$ cat config.mk
export PLATFORM = sky130hd
export DESIGN_NAME = btn_intr_ctrl
export DESIGN_NICKNAME = d
export VERILOG_FILES = /design/src/rtl/btn_intr_pkg.sv /design/src/rtl/rr_pick.sv /design/src/rtl/btn_intr_ctrl.sv
export SDC_FILE = /design/constraint.sdc
export NUM_CORES = 1
export LEC_CHECK = 0
export ABC_AREA = 1
export BUFFER_PORTS_ARGS = -buffer_cell sky130_fd_sc_hd__buf_2
export CORE_UTILIZATION = 30
export DETAILED_ROUTE_END_ITERATION = 16
export SKIP_CTS_REPAIR_TIMING = 1
export SYNTH_ARGS = -nofsm -noshare
export SYNTH_HDL_FRONTEND = slang
export SYNTH_HIERARCHICAL = 1
export SYNTH_SLANG_ARGS = --single-unit
$ cat constraint.sdc
create_clock -name clk -period 1.85 [get_ports clk]
set_input_delay 0.2775 -clock clk [delete_from_list [all_inputs] [get_ports clk]]
set_output_delay 0.2775 -clock clk [all_outputs]
set_load 0.02 [all_outputs]
$ cat src/rtl/btn_intr_pkg.sv
// Shared types and defaults for the button interrupt controller.
// The FSM state encoding lives here so that benches and wrappers can decode it.
package btn_intr_pkg;

    localparam int unsigned N_SRC_DEF    = 4;
    localparam int unsigned TICK_MAX_DEF = 999999;
    localparam int unsigned N_SRC_MIN    = 2;
    localparam int unsigned N_SRC_MAX    = 8;

    typedef enum logic [1:0] {
        IDLE     = 2'd0,
        REQ      = 2'd1,
        WAIT_REL = 2'd2
    } state_e;

endpackage

$ cat src/rtl/rr_pick.sv
// Round-robin picker: scans req starting one past the last granted index,
// wrapping at N, and returns the first set position.
module rr_pick #(
    parameter int unsigned N = 4
) (
    input  logic [N-1:0]         req,
    input  logic [$clog2(N)-1:0] last,
    output logic [$clog2(N)-1:0] grant,
    output logic                 valid
);

    localparam int unsigned IdW = $clog2(N);

    logic [IdW-1:0] cand;

    always_comb begin
        grant = '0;
        valid = 1'b0;
        cand  = '0;
        // k runs to N so the last granted source is considered last, not skipped.
        for (int unsigned k = 1; k <= N; k++) begin
            cand = IdW'((32'(last) + k) % N);
            if (!valid && req[cand]) begin
                valid = 1'b1;
                grant = cand;
            end
        end
    end

endmodule

$ cat src/rtl/btn_intr_ctrl.sv
// Button event interrupt controller: rising-edge capture into pending flags,
// round-robin service via a REQ/ack handshake. Optional debounce tick under TICK_GEN_EN.
module btn_intr_ctrl
    import btn_intr_pkg::*;
#(
    parameter int unsigned N_SRC    = N_SRC_DEF,
    parameter int unsigned TICK_MAX = TICK_MAX_DEF
) (
    input  logic                     clk,
    input  logic                     rst,
    input  logic [N_SRC-1:0]         db_in,
    input  logic                     intr_ack,
    output logic                     interrupt,
    output logic [$clog2(N_SRC)-1:0] evt_id,
    output logic [N_SRC-1:0]         pend,
    output logic [N_SRC-1:0]         overrun
`ifdef TICK_GEN_EN
    ,
    output logic                     m_tick
`endif
);

    localparam int unsigned IdW = $clog2(N_SRC);

    if (N_SRC < N_SRC_MIN || N_SRC > N_SRC_MAX || TICK_MAX == 0) begin : g_param_check
        $error("btn_intr_ctrl: N_SRC must be 2..8 and TICK_MAX nonzero");
    end

    state_e         state_q, state_d;
    logic [N_SRC-1:0] db_prev_q, db_prev_d;
    logic             first_q, first_d;
    logic [N_SRC-1:0] pend_q, pend_d;
    logic [N_SRC-1:0] overrun_q, overrun_d;
    logic [IdW-1:0]   last_grant_q, last_grant_d;
    logic [IdW-1:0]   evt_id_q, evt_id_d;
    logic             interrupt_q, interrupt_d;

    logic [N_SRC-1:0] rise;
    logic [N_SRC-1:0] grant_clr;
    logic [IdW-1:0]   rr_grant;
    logic             rr_valid;

    rr_pick #(
        .N (N_SRC)
    ) u_rr_pick (
        .req   (pend_q),
        .last  (last_grant_q),
        .grant (rr_grant),
        .valid (rr_valid)
    );

    // Buttons already held at reset release must not look like fresh presses.
    always_comb begin
        db_prev_d = db_in;
        first_d   = 1'b0;
        rise      = first_q ? '0 : (db_in & ~db_prev_q);
    end

    always_comb begin
        state_d      = state_q;
        evt_id_d     = evt_id_q;
        interrupt_d  = interrupt_q;
        last_grant_d = last_grant_q;
        grant_clr    = '0;
        unique case (state_q)
            IDLE: begin
                if (rr_valid) begin
                    grant_clr[rr_grant] = 1'b1;
                    evt_id_d            = rr_grant;
                    interrupt_d         = 1'b1;
                    state_d             = REQ;
                end
            end
            REQ: begin
                if (intr_ack) begin
                    interrupt_d  = 1'b0;
                    last_grant_d = evt_id_q;
                    state_d      = WAIT_REL;
                end
            end
            WAIT_REL: begin
                interrupt_d = 1'b0;
                if (!intr_ack) begin
                    state_d = IDLE;
                end
            end
            default: begin
                interrupt_d = 1'b0;
                state_d     = IDLE;
            end
        endcase
    end

    // A new rise on the same edge as its grant-clear wins, so no event is lost.
    always_comb begin
        pend_d    = (pend_q & ~grant_clr) | rise;
        overrun_d = overrun_q | (rise & pend_q);
    end

    always_ff @(posedge clk or posedge rst) begin
        if (rst) begin
            state_q      <= IDLE;
            db_prev_q    <= '0;
            first_q      <= 1'b1;
            pend_q       <= '0;
            overrun_q    <= '0;
            last_grant_q <= IdW'(N_SRC - 1);
            evt_id_q     <= '0;
            interrupt_q  <= 1'b0;
        end else begin
            state_q      <= state_d;
            db_prev_q    <= db_prev_d;
            first_q      <= first_d;
            pend_q       <= pend_d;
            overrun_q    <= overrun_d;
            last_grant_q <= last_grant_d;
            evt_id_q     <= evt_id_d;
            interrupt_q  <= interrupt_d;
        end
    end

    assign interrupt = interrupt_q;
    assign evt_id    = evt_id_q;
    assign pend      = pend_q;
    assign overrun   = overrun_q;

`ifdef TICK_GEN_EN
    localparam int unsigned CntW = $clog2(TICK_MAX + 1);

    logic [CntW-1:0] tick_cnt_q, tick_cnt_d;
    logic            tick_term;

    always_comb begin
        tick_term  = (tick_cnt_q == CntW'(TICK_MAX));
        tick_cnt_d = tick_term ? '0 : tick_cnt_q + CntW'(1);
    end

    always_ff @(posedge clk or posedge rst) begin
        if (rst) begin
            tick_cnt_q <= '0;
        end else begin
            tick_cnt_q <= tick_cnt_d;
        end
    end

    assign m_tick = tick_term;
`endif

endmodule

==> out/qor.yml <==
power.density_nw_per_um2: 2090
hp-class: "input pin to async pin"
fin_skew_ns: 0.00200
critPathCaptureType: "flop"
crit_path_start_kind: "flop"
drt_pass1_iterations: 3
leakagePower_nw: 0.713
relSlewSlack_pct: 50.1
p_total_mw: 2.89
drive_gt1_share_pct: 37.3
grt_usage_pct: 12.4
p_clk_share_pct: 12.3
viasPerCell: 4.56
synth.area.top_cells: "dfrtp_1, nand2_1, dfstp_2"
n_antenna_cell: 0
p_sw_share_pct: 47.4
netlist_instances: 129
critPathMaxFanout: 4
cap_violations: 0
routed_wl_mm: 2.21
port_buffers: 17
drc: 0
p_int_mw: 1.52
gr-total-overflow: 0
n_fill_cell: 374
yosysTopAreaCell: "dfrtp_1"
switchingPower_mw: 1.37
synthTopCellsByCount: "nand2_1, inv_1, dfrtp_1"
numClockSinks: 20
status: "complete, no violations"
setup_viol: 0
start_util_pct: 31.5
ys_async_sr_fraction_pct: 100
gp_congestion: 0.865
syn2layout_area_growth_pct: 30.1
rsz0062_at_grt: "true"
wl_per_cell_um: 10.7
drtAntennaViolNets: 0
worstPathRequired_ns: 2.05
numCtsBuffers: 3
path_class: "flop to flop"
nets: 169
pwr-share-comb_pct: 62.2
rows: 21
initialDrtViolationCount: 12
power.share.sequential_pct: 25.5
cts_max_level: 1
cts-root-buf: "clkbuf_4"
boundaryPins: 18
syn_nets: 136
clkLatencyLatePin_ns: 0.30
dpl_cell_area_sq_um: 1250
path_clk_slew_ns: 0.11
period_minus_slack_ns: 1.78
vias: 944
cts_tree: "yes"
worstRegToRegCells: 12
die_h_um: 61.5
stdcell_area_sq_um: 1380
tightest_slew_ns: 0.747
core_sq_um: 3360
ys_warn_count: 6
ys_seq_area_share_pct: 47.5
dieArea_sq_um: 3780
max_freq_mhz: 562
syn_area_sq_um: 1060
synth_area_per_cell_sq_um: 8.22
hold_violations: 0
grt_max_degree: 21
grt_pass1_wl_mm: 3.38
clock_path_buffers: 2
min_period_over_period_pct: 96.3
arrival_ns: 1.99
netlist.area_leader.share_pct: 40.1
ir_drop_mv: 0.784
yosys.cell_count.top_type: "nand2_1"
grt_pass1_vias: 778
fp.dieW_um: 61.5
hpwl_mm: 1.61
slew_viol_final: 0
ys_ff_latch: 20
ys.flop_type: "dfrtp_1"
synth_cell_types: 21
antenna_found_initial: 0
synth-edff-count: 0
[metrics by stage]
step	hold slack, ns	TNS, ns	util, %	worst slack (ns)	instances
floorplan	0.239	0	-	0.158	129
global placement	0.401	0	37.1	0.0243	198
detailed placement	0.402	-0.0147	37.1	-0.0116	198
CTS	0.0739	-0.0812	38.7	-0.0292	202
global route	0.0761	-0.245	41.0	-0.0855	207
finish	0.0842	0	41.0	0.0692	207
[logic make-up (layout without fill, tap and decap cells)]
family	Yosys count	after routing	synth area share, %
AO/OA/AOI/OAI	12	12	7.19
buffers and inverters	20	52	7.43
flip-flops	20	20	47.5
other	1	1	0.353
AND/OR/NAND/NOR	76	76	37.5
[state kept, by name (all words and copies together) (netlist names)]
signal / count
db_prev_q: 4
evt_id: 2
first_q: 1
interrupt: 1
last_grant_q: 2
overrun: 4
pend: 4
state_q: 2
[worst paths after layout]
check / to / slack [ns] / from
min in group clk: db_prev_q[0]$_DFF_PP0_ / 0.09 / db_in[0]
worst max register to register: pend[0]$_DFF_PP0_ / 0.07 / last_grant_q[0]$_DFFE_PP1P_
worst max-delay path: pend[0]$_DFF_PP0_ / 0.07 / last_grant_q[0]$_DFFE_PP1P_
max in group asynchronous: overrun[0]$_DFF_PP0_ / 1.30 / rst
worst min-delay path: pend[3]$_DFF_PP0_ / 0.08 / rst
worst min register to register: overrun[1]$_DFF_PP0_ / 0.49 / overrun[1]$_DFF_PP0_
[final cells by class]
type                            count  area (sq um)  area share (%)
Clock buffer                        3          22.5            1.63
Clock inverter                      1          30.0            2.18
Inverter                           19          73.8            5.35
Multi-Input combinational cell     89           517            37.4
Sequential cell                    20           504            36.5
Tap cell                           46          57.6            4.17
Timing Repair Buffer               29           175            12.7
[worst max-delay path: stages (launching register included)]
cell,delay (ns)
dfstp_2,0.58
buf_4,0.13
nand2_1,0.07
nand2_2,0.10
nand2_4,0.06
nand2_4,0.10
nor2_1,0.06
a21oi_2,0.15
nand3_2,0.12
nor2_2,0.11
nand3_2,0.08
nand2_1,0.07
nand2_1,0.05
[placed cells by master (no fill, tap or decap), types with 4 or more instances in the layout]
| master | netlist | layout |
|---|---|---|
| o21ai_1 | 4 | 4 |
| nand2_2 | 3 | 7 |
| nand3b_1 | 5 | 5 |
| nand3_2 | 1 | 4 |
| nand2_1 | 39 | 34 |
| inv_1 | 18 | 16 |
| nand3_1 | 15 | 12 |
| buf_2 | 0 | 17 |
| dfrtp_1 | 17 | 17 |
| nand2_4 | 4 | 5 |
| o21bai_1 | 4 | 4 |
| buf_4 | 1 | 12 |
[per-layer routing]
| metal | vias to the layer above | GRT usage, % | wire [um] |
|---|---|---|---|
| met1 | 456 | 16.6 | 1050 |
| met3 | 5 | 1.47 | 55 |
| met2 | 14 | 19.3 | 1050 |
| li1 | 469 | - | - |
| met4 | 0 | 7.62 | 51 |
| met5 | - | 0 | 0 |
[power groups by stage]
stage	registers [mW]	clock network, mW	logic (mW)
after floorplan	0.805	0	1.05
after global placement	0.744	0	1.55
after detailed placement	0.748	0	1.58
after CTS	0.742	0.366	1.58
after global routing	0.760	0.376	2.01
final	0.738	0.354	1.80
No activity file was read; power rests on OpenSTA's default activity.
